===== src/rtl/stamp_write_scheduler_pkg.sv =====
// rtl/stamp_write_scheduler_pkg.sv - shared command codes, FSM encodings and command decode
package stamp_write_scheduler_pkg;

  // Command codes shared with the command unit
  localparam logic [3:0] CMD_NOP     = 4'h0;
  localparam logic [3:0] CMD_STAMP   = 4'h1;
  localparam logic [3:0] CMD_HOLD    = 4'h2;
  localparam logic [3:0] CMD_RELEASE = 4'h3;
  localparam logic [3:0] CMD_FINISH  = 4'hF;

  // Scheduler FSM encodings
  localparam logic [1:0] ST_IDLE  = 2'd0;
  localparam logic [1:0] ST_RUN   = 2'd1;
  localparam logic [1:0] ST_DRAIN = 2'd2;

  typedef struct packed {
    logic stamp;
    logic hold;
    logic rel;
    logic finish;
  } cmd_dec_t;

  // Unknown codes decode to all-zero, i.e. behave as NOP
  function automatic cmd_dec_t decode_cmd(input logic [3:0] code);
    cmd_dec_t d;
    d.stamp  = (code == CMD_STAMP);
    d.hold   = (code == CMD_HOLD);
    d.rel    = (code == CMD_RELEASE);
    d.finish = (code == CMD_FINISH);
    return d;
  endfunction

endpackage


===== src/rtl/stamp_write_scheduler_if.sv =====
// rtl/stamp_write_scheduler_if.sv - memory write request channel
interface stamp_write_scheduler_if #(
  parameter int TS_W = 64
) ();
  logic            wr_valid;
  logic            wr_ready;
  logic [63:0]     wr_addr;
  logic [TS_W-1:0] wr_data;

  modport master (output wr_valid, output wr_addr, output wr_data, input wr_ready);
  modport slave  (input wr_valid, input wr_addr, input wr_data, output wr_ready);
endinterface


===== src/rtl/stamp_fifo.sv =====
// rtl/stamp_fifo.sv - timestamp FIFO with registered head entry
module stamp_fifo #(
  parameter int DEPTH = 16,
  parameter int TS_W  = 64
) (
  input  logic            clk,
  input  logic            rst_n,
  input  logic            i_push,
  input  logic            i_pop,
  input  logic [TS_W-1:0] i_din,
  output logic [TS_W-1:0] o_head,
  output logic            o_full,
  output logic            o_empty
);
  localparam int AW = $clog2(DEPTH);
  localparam int CW = AW + 1;

  logic [TS_W-1:0] r_mem [DEPTH];
  logic [AW-1:0]   r_rd_ptr;
  logic [AW-1:0]   r_wr_ptr;
  logic [CW-1:0]   r_count;
  logic [TS_W-1:0] r_head;
  logic [AW-1:0]   w_rd_next;

  assign w_rd_next = r_rd_ptr + AW'(1);
  assign o_full    = (r_count == CW'(DEPTH));
  assign o_empty   = (r_count == '0);
  assign o_head    = r_head;

  // Storage array; contents are don't-care until counted as valid, so no reset
  always_ff @(posedge clk) begin
    if (i_push) r_mem[r_wr_ptr] <= i_din;
  end

  // Pointers, occupancy and head register; a push into an empty (or emptying) FIFO bypasses into the head
  always_ff @(posedge clk or negedge rst_n) begin
    if (!rst_n) begin
      r_rd_ptr <= '0;
      r_wr_ptr <= '0;
      r_count  <= '0;
      r_head   <= '0;
    end else begin
      if (i_push) r_wr_ptr <= r_wr_ptr + AW'(1);
      if (i_pop)  r_rd_ptr <= w_rd_next;
      case ({i_push, i_pop})
        2'b10:   r_count <= r_count + CW'(1);
        2'b01:   r_count <= r_count - CW'(1);
        default: r_count <= r_count;
      endcase
      if (i_pop) begin
        if (r_count == CW'(1)) begin
          if (i_push) r_head <= i_din;
        end else begin
          r_head <= r_mem[w_rd_next];
        end
      end else if (i_push && (r_count == '0)) begin
        r_head <= i_din;
      end
    end
  end
endmodule


===== src/rtl/stamp_write_scheduler.sv =====
// rtl/stamp_write_scheduler.sv - buffers cycle-count timestamps and writes them to memory in order
module stamp_write_scheduler
  import stamp_write_scheduler_pkg::*;
#(
  parameter int DEPTH = 16,
  parameter int TS_W  = 64
) (
  input  logic                     clk,
  input  logic                     rst_n,
  input  logic                     start,
  output logic                     done,
  input  logic [3:0]               command,
  input  logic [63:0]              base_addr,
  stamp_write_scheduler_if.master  wr,
  output logic [31:0]              stamp_count,
  output logic                     overflow
);
  logic [1:0]      r_state;
  logic [TS_W-1:0] r_cnt;
  logic [63:0]     r_base;
  logic [31:0]     r_stamp_count;
  logic            r_overflow;
  logic            r_hold;
  logic            r_lock;

  cmd_dec_t        w_cmd;
  logic            w_start_ok;
  logic            w_run;
  logic            w_drain;
  logic            w_wr_valid;
  logic            w_pop;
  logic            w_push_req;
  logic            w_push;
  logic            w_drop;
  logic            w_full;
  logic            w_empty;
  logic [TS_W-1:0] w_head;

  assign w_cmd      = decode_cmd(command);
  assign w_start_ok = (r_state == ST_IDLE) && start;
  assign w_run      = (r_state == ST_RUN);
  assign w_drain    = (r_state == ST_DRAIN);

  // r_lock keeps an offered write up through a stall even if HOLD lands meanwhile
  assign w_wr_valid = !w_empty && (r_lock || (w_run && !r_hold) || w_drain);
  assign w_pop      = w_wr_valid && wr.wr_ready;
  assign w_push_req = w_run && w_cmd.stamp;
  assign w_push     = w_push_req && (!w_full || w_pop);
  assign w_drop     = w_push_req && !w_push;

  assign done        = (r_state == ST_IDLE);
  assign wr.wr_valid = w_wr_valid;
  assign wr.wr_data  = w_head;
  assign wr.wr_addr  = r_base + {29'd0, r_stamp_count, 3'b000};
  assign stamp_count = r_stamp_count;
  assign overflow    = r_overflow;

  stamp_fifo #(
    .DEPTH (DEPTH),
    .TS_W  (TS_W)
  ) u_fifo (
    .clk     (clk),
    .rst_n   (rst_n),
    .i_push  (w_push),
    .i_pop   (w_pop),
    .i_din   (r_cnt),
    .o_head  (w_head),
    .o_full  (w_full),
    .o_empty (w_empty)
  );

  // Session FSM: start opens a run, FINISH drains, an empty FIFO closes the session
  always_ff @(posedge clk or negedge rst_n) begin
    if (!rst_n) begin
      r_state <= ST_IDLE;
    end else begin
      case (r_state)
        ST_IDLE:  if (start) r_state <= ST_RUN;
        ST_RUN:   if (w_cmd.finish) r_state <= ST_DRAIN;
        ST_DRAIN: if (w_empty) r_state <= ST_IDLE;
        default:  r_state <= ST_IDLE;
      endcase
    end
  end

  // Timestamp counter restarts at zero on each accepted start and otherwise free-runs
  always_ff @(posedge clk or negedge rst_n) begin
    if (!rst_n)          r_cnt <= '0;
    else if (w_start_ok) r_cnt <= '0;
    else                 r_cnt <= r_cnt + TS_W'(1);
  end

  // Session registers: base address, completed-write count and sticky drop flag
  always_ff @(posedge clk or negedge rst_n) begin
    if (!rst_n) begin
      r_base        <= '0;
      r_stamp_count <= '0;
      r_overflow    <= 1'b0;
    end else if (w_start_ok) begin
      r_base        <= base_addr;
      r_stamp_count <= '0;
      r_overflow    <= 1'b0;
    end else begin
      if (w_pop)  r_stamp_count <= r_stamp_count + 32'd1;
      if (w_drop) r_overflow    <= 1'b1;
    end
  end

  // Hold flag follows HOLD/RELEASE in RUN; FINISH and a new session clear it
  always_ff @(posedge clk or negedge rst_n) begin
    if (!rst_n)                        r_hold <= 1'b0;
    else if (w_start_ok)               r_hold <= 1'b0;
    else if (w_run && w_cmd.finish)    r_hold <= 1'b0;
    else if (w_run && w_cmd.hold)      r_hold <= 1'b1;
    else if (w_run && w_cmd.rel)       r_hold <= 1'b0;
  end

  // Remember that a write is being offered but not yet taken
  always_ff @(posedge clk or negedge rst_n) begin
    if (!rst_n) r_lock <= 1'b0;
    else        r_lock <= w_wr_valid && !wr.wr_ready;
  end
endmodule


===== src/flat_wrapper.sv =====
// flat-port wrapper written by rule: the top's interface ports become plain ports
module stamp_write_scheduler_flat import stamp_write_scheduler_pkg::*;
#(
  parameter int DEPTH = 16,
  parameter int TS_W  = 64
)
  (clk, rst_n, start, done, command, base_addr, stamp_count, overflow, wr_wr_valid, wr_wr_addr, wr_wr_data, wr_wr_ready);
  stamp_write_scheduler_if #(.TS_W(TS_W)) wr_i ();
  input  logic clk;
  input  logic rst_n;
  input  logic start;
  output logic done;
  input  logic [3:0] command;
  input  logic [63:0] base_addr;
  output logic [31:0] stamp_count;
  output logic overflow;
  output wire logic [$bits(wr_i.wr_valid)-1:0] wr_wr_valid;
  output wire logic [$bits(wr_i.wr_addr)-1:0] wr_wr_addr;
  output wire logic [$bits(wr_i.wr_data)-1:0] wr_wr_data;
  input wire logic [$bits(wr_i.wr_ready)-1:0] wr_wr_ready;
  assign wr_wr_valid = wr_i.wr_valid;
  assign wr_wr_addr = wr_i.wr_addr;
  assign wr_wr_data = wr_i.wr_data;
  assign wr_i.wr_ready = wr_wr_ready;
  stamp_write_scheduler #(.DEPTH(DEPTH), .TS_W(TS_W)) u_core (.clk(clk), .rst_n(rst_n), .start(start), .done(done), .command(command), .base_addr(base_addr), .wr(wr_i), .stamp_count(stamp_count), .overflow(overflow));
endmodule

===== config.mk =====
export PLATFORM = sky130hd
export DESIGN_NAME = stamp_write_scheduler_flat
export DESIGN_NICKNAME = d
export VERILOG_FILES = /design/src/rtl/stamp_write_scheduler_pkg.sv /design/src/rtl/stamp_write_scheduler_if.sv /design/src/rtl/stamp_fifo.sv /design/src/rtl/stamp_write_scheduler.sv /design/src/flat_wrapper.sv
export SDC_FILE = /design/constraint.sdc
export NUM_CORES = 2
export LEC_CHECK = 0
export BUFFER_PORTS_ARGS = -buffer_cell sky130_fd_sc_hd__buf_2
export CAP_MARGIN = 25
export CORE_UTILIZATION = 55
export DETAILED_ROUTE_END_ITERATION = 10
export GPL_TIMING_DRIVEN = 0
export PLACE_DENSITY_LB_ADDON = 0.3
export SYNTH_ARGS = -nofsm -noshare
export SYNTH_HDL_FRONTEND = slang
export SYNTH_SLANG_ARGS = --single-unit

===== constraint.sdc =====
create_clock -name clk -period 4.5 [get_ports clk]
set_clock_uncertainty 0.1 [all_clocks]
set_input_delay 0.225 -clock clk [delete_from_list [all_inputs] [get_ports clk]]
set_output_delay 0.225 -clock clk [all_outputs]
set_load 0.005 [all_outputs]

== Word level (Yosys, flattened, before mapping) ==
Memories as Yosys holds them, arrays and structs flattened.
Index checks and enable logic that the tools add are counted.
Word-level totals
  memories: 1
  word-level logic and storage cells: 82
  RAM bits: 1024
  output and inout bits: 163
  register bits after elaboration: 242
Operators by class
  $add $sub $neg: 7
  eq/ne operators: 14
  muxes and demuxes: 20
  reduce and logical (&&, ||, !) cells: 29
Memory list
  u_core.u_fifo.r_mem: words 16, width 64, rd ports 1, clocked after Yosys merged registers in 0, write ports 1, RTL line stamp_fifo.sv:18  | logic [TS_W-1:0] r_mem [DEPTH];
Operator list (number)
  64-bit two-way mux: 5
  64-bit by 1-bit adder with 64-bit output (second input constant): 1
  64-bit by 35-bit adder with 64-bit output: 1
  32-bit two-way mux: 2
  32-bit by 1-bit adder with 32-bit output (second input constant): 1
  1-bit logical AND: 12
  5-bit case mux with 2 select lines: 1
  4-bit by 1-bit adder with 4-bit output (second input constant): 2
  4-bit by 2-bit == test with 1-bit output (second input constant): 2
  1-bit two-way mux: 8
  2-bit nonzero test: 4
  2-bit two-way mux: 3
  2-bit case mux with 3 select lines: 1
  5-bit by 1-bit adder with 5-bit output (second input constant): 1
  5-bit by 1-bit == test with 1-bit output (second input constant): 1
  5-bit == test (second input constant): 1
  1-bit zero test: 5
  5-bit zero test: 1
  5-bit by 1-bit subtractor with 5-bit output (second input constant): 1
  2-bit by 1-bit == test with 1-bit output (second input constant): 2
  2-bit == test (second input constant): 2
  4-bit by 1-bit == test with 1-bit output (second input constant): 1
  4-bit == test (second input constant): 1
  2-bit != test (second input constant): 2
  7 further kinds: 9

== Longest topological paths before layout ==
  depth in word-level cells: 12
  mapped depth: 15
  gate-level depth less buffers: 10

== Modules after synthesis ==
A second synthesis with hierarchy kept.
Second synthesis, totals
  cells, all modules: 3122
  area total of the unflattened synthesis: 52810.6 µm²
Modules (own cells, without submodules)
  stamp_fifo: cells an instance 2006, area an instance 43251.5 µm², times used 1
  stamp_write_scheduler: cells an instance 1116, area an instance 9559.2 µm², times used 1

== Worst setup path before layout ==
Ideal clock, no wire load.
  path kind: register -> register
  from: register u_core.r_state[1]
  to: memory u_core.u_fifo.r_mem[10][0], enable pin
  data arrival time: 3.263 ns
  setup time: 0.429 ns
  cell stages (with the launch flop): 9
  path slack: 0.708 ns
  required time: 3.971 ns
  clock period less this slack: 3.792 ns
  cell sequence: dfrtp_1 or3b_4 nand3_1 a21boi_0 nor2b_1 clkbuf_1 inv_1 nor3b_1 and2_1
On the way
  longest elaborated chain between the ends: 10
  elaborated cells on any way between the ends: 12
  those cells by class: eq/ne: 2; mux: 2; reduce/logical: 8
Ends and longest elaborated chain
  start: declaration: RTL line stamp_write_scheduler.sv:18  | logic [1:0] r_state;
  start signal: assignment: RTL line stamp_write_scheduler.sv:75  | r_state <= ST_IDLE;
  start signal: assignment: RTL line stamp_write_scheduler.sv:78  | ST_IDLE: if (start) r_state <= ST_RUN;
  start signal: assignment: RTL line stamp_write_scheduler.sv:79  | ST_RUN: if (w_cmd.finish) r_state <= ST_DRAIN;
  2-bit by 1-bit == test with 1-bit output: RTL line stamp_write_scheduler.sv:41  | assign w_run = (r_state == ST_RUN);
  1-bit logical AND: RTL line stamp_write_scheduler.sv:45  | assign w_wr_valid = !w_empty && (r_lock || (w_run && !r_hold) || w_drain);
  1-bit logical OR (2 in a row): RTL line stamp_write_scheduler.sv:45
  1-bit logical AND: RTL line stamp_write_scheduler.sv:45
  1-bit logical AND: RTL line stamp_write_scheduler.sv:46  | assign w_pop = w_wr_valid && wr.wr_ready;
  1-bit logical OR: RTL line stamp_write_scheduler.sv:48  | assign w_push = w_push_req && (!w_full || w_pop);
  1-bit logical AND *: RTL line stamp_write_scheduler.sv:48
  1-bit two-way mux *: RTL line stamp_fifo.sv:32  | if (i_push) r_mem[r_wr_ptr] <= i_din;
  1-bit two-way mux (implied by the code) *: RTL line stamp_fifo.sv:32
  end: declaration: RTL line stamp_fifo.sv:18
Every way passes the cells marked *; elsewhere a longest branch is shown, timed or not.

== Final worst setup path ==
  from: register u_core.r_stamp_count[4] (netlist: u_core.stamp_count[4])
  to: output wr_wr_addr[54]
On the way
  longest elaborated chain between the ends: 1
Ends and longest elaborated chain
  start: declaration: RTL line stamp_write_scheduler.sv:21  | logic [31:0] r_stamp_count;
  start signal: assignment: RTL line stamp_write_scheduler.sv:104  | if (w_pop) r_stamp_count <= r_stamp_count + 32'd1;
  64-bit by 35-bit adder with 64-bit output: RTL line stamp_write_scheduler.sv:54  | assign wr.wr_addr = r_base + {29'd0, r_stamp_count, 3'b000};
  end: declaration: RTL line flat_wrapper.sv:18  | output wire logic [$bits(wr_i.wr_addr)-1:0] wr_wr_addr;
Every way passes these cells.

==> impl_metrics.yaml <==
worst_setup_path:
  crit_fanout: 10
  critPathLaunchType: "flop"
  end_kind: "output pin"
  worstPathRequired_ns: 4.18
  critical_path_class: "reg2out"
  worstPathArrival_ns: 4.02
yosys:
  synth_xor_area_frac: 0.0273
  yosys.area_share.simple: 0.0482
  synth_nets: 2892
  synthMuxAreaShare: 0.166
  ys_seq_area_frac: 0.712
  synth-compound-area-share: 0.0222
  yosys.area.top_type: "edfxtp_1"
  synth_area_leaders: "edfxtp_1 (59%), mux4_2 (14%), dfrtp_1 (12%)"
  avgSynthCellArea_um2: 18.6
  synth_flop_cell: "edfxtp_1"
  synth_cell_types: 68
  netlist_area_um2: 51700
  synthAdderAreaFrac: 0.0110
  yosys.area.top_type_share: 0.595
  asyncSetResetFlopFracSynth: 0.191
  syn_inst: 2775
  ys_seq_elements: 1266
  synth_top_family_by_area: "multiplexers"
  yosys_warnings: 0
  synth-edff-count: 1024
route:
  wl_per_cell_um: 27.4
  num_vias: 28600
  drc: 2
  avgViaCountPerCell: 6.22
  detailedRoute.firstIterationViolations: 3091
  dr.pass1.iters: 8
  antenna_left: 0
  wl_mm: 126
placed_design:
  gp_congestion: 0.961
  numPortBuffers: 234
  place_ws_ns: -0.208
  hpwl_mm: 72.8
global_routing:
  grt_pass1_vias: 29400
  grt_max_degree: 96
  grt_pass1_wl_mm: 185
  grt_usage: 0.267
  antenna_found_initial: 0
  grt-ovfl-total: 0
floorplanning:
  core_um2: 93200
  row_count: 112
  start_util: 0.555
  die_h_um: 309
  dieArea_um2: 95200
  die_w_um: 309
  design.portCount: 235
clocking:
  postCtsSetupBuffers: 0
  h-tree-depth: 3
  cts_tree: "built"
  cts_root_buffer: "clkbuf_16"
  cts.clk_slew.worst_paths_ns: 0.06
  clk_latency_ns: 0.72
  numCtsBuffers: 121
  clock_path_buffers: 3
  clock-sinks: 1266
cells_and_area:
  final_common_cell: "edfxtp_1"
  synthToLayoutAreaGrowth_pct: 16.4
  final_cell_mix: "edfxtp_1 (1,024), mux4_2 (320), buf_2 (261)"
  drive_gt1_frac: 0.272
  layout.nets: 3354
power:
  power-per-cell-area_nw_per_um2: 608
  leakagePower_nw: 21.6
  peakVddDrop_uv: 478
timing:
  final.period_utilization: 0.965
  setup_violations: 0
  final_max_slew_viol_count: 0
  setup_slack_ns: 0.156
  clock.fmax_mhz: 230
  whs_ns: 0.0258
  slew_headroom: 0.281
  min_period_ns: 4.34
  worstMarginPinSlew_ns: 1.07
  rsz0062_at_grt: "false"
  finalHoldViolCount: 0
hold_path:
  hp-class: "in2async"
job:
  maxCapViolations: 0
run_status:
  status: "complete, but fails checks"
  violations: "DRC"
## final timing paths
check                                          start                        to  slack [ns]  depth (start not counted)
setup / recovery               u_core.stamp_count[4]            wr_wr_addr[54]        0.16                         11
hold / removal                                 rst_n         u_core.r_base[32]        0.03                          3
setup reg to reg           u_core.u_fifo.r_rd_ptr[0]  u_core.u_fifo.o_head[57]        0.17                          8
hold reg to reg             u_core.u_fifo.o_head[23]  u_core.u_fifo.o_head[23]        0.37                          2
max in group asynchronous                      rst_n  u_core.u_fifo.o_head[11]        3.30                          4
min in group clk                          command[2]           u_core.overflow        0.06                          5
## power by group
group	internal, W	switching [W]	total, W	leakage (nW)
Sequential	0.0133	0.000650	0.0140	12.6
Clock	0.00633	0.00442	0.0108	2.05
Combinational	0.00585	0.00602	0.0119	6.92
## cell usage after synthesis, types with 3 or more instances
cell      number
clkbuf_1      90
a21oi_1       53
buf_8          6
nand4_1       38
nor4_1         3
a21boi_0       3
buf_4          3
xor2_1        92
ha_1          44
xnor2_1       67
a31oi_1        8
nand3_1       52
mux4_2       320
o21a_1         3
and3_1        24
a21o_1        13
nor2b_1        6
and4_1        17
inv_1         21
nand2_1      152
o21ai_0       91
nor3_1        11
and2_1        28
o21bai_1       4
edfxtp_1    1024
nand4b_1       5
nor2_1       131
buf_1          6
nand2b_1       8
dfrtp_1      242
or3_1          8
mux2i_1       65
mux2_2        64
buf_2         29
nor3b_1        3
## routing by layer
layer  track usage  vias up  share of wire
li1              -    12000              -
met1         0.365    14900           0.39
met2         0.447     1504           0.50
met3        0.0489      204          0.087
met4        0.0688        0          0.022
met5             0        -              0
## stage by stage
| stage | area [um^2] | power, W | TNS [ns] | utilization | cells |
|---|---|---|---|---|---|
| 3_5_place_dp | 55100 | 0.0259 | -2.15 | 0.591 | 4288 |
| 4_1_cts | 60100 | 0.0367 | 0 | 0.645 | 4595 |
| 6_report | 60200 | 0.0366 | 0 | 0.646 | 4600 |
| 2_1_floorplan | 51700 | 0.0221 | 0 | - | 2775 |
| 5_1_grt | 60200 | 0.0379 | 0 | 0.646 | 4599 |
| 3_3_place_gp | 54400 | 0.0254 | -1621.47 | 0.584 | 4263 |
## registers in the layout, indices dropped and copies added, names as in the netlist
signal and cells:
u_core.overflow 1, u_core.r_base 64, u_core.r_cnt 64, u_core.r_hold 1, u_core.r_lock 1, u_core.r_state 2, u_core.stamp_count 32, u_core.u_fifo.o_head 64
u_core.u_fifo.r_count 5, u_core.u_fifo.r_mem 1024, u_core.u_fifo.r_rd_ptr 4, u_core.u_fifo.r_wr_ptr 4
## kinds of logic (layout without fill, tap and decap cells)
group                      after synthesis  count (layout)
DFF                                   1266            1266
and+or+nand+nor                        502             502
muxes                                  449             449
AOI/OAI and AO/OA                      198             198
xor gates and xnor gates               160             160
buffers and inverters                  155             725
adders and majority gates               45              45
other                                    0               1
## worst max-delay path, stage by stage (launching register included)
cell and delay [ns]:
dfrtp_1 0.47, ha_1 0.41, a21oi_1 0.24, nand2_1 0.17, o21ba_2 0.27, a211o_1 0.40
a21boi_1 0.44, o21ai_2 0.19, buf_2 0.24, nand4_1 0.12, xnor2_1 0.18, buf_2 0.17
## area by class of cell
class | instances | area (um^2)
sequential | 1266 | 36800
clock buffer | 169 | 3370
multi-input combinational | 1354 | 14300
buffer | 134 | 622
clock inverter | 62 | 856
inverter | 21 | 82.6
tap | 1254 | 1570
timing repair buffer | 339 | 2620
antenna | 1 | 2.50
fill | 6093 | 33000
## timing repair
item                                   CTS  global route
pin swaps                                0             1
setup endpoints to repair               34            60
gates cloned                             0             0
hold buffers                            76             0
gates resized for setup                  2             5
endpoints found under the hold margin  236             0
(Power assumes the default switching activity.)
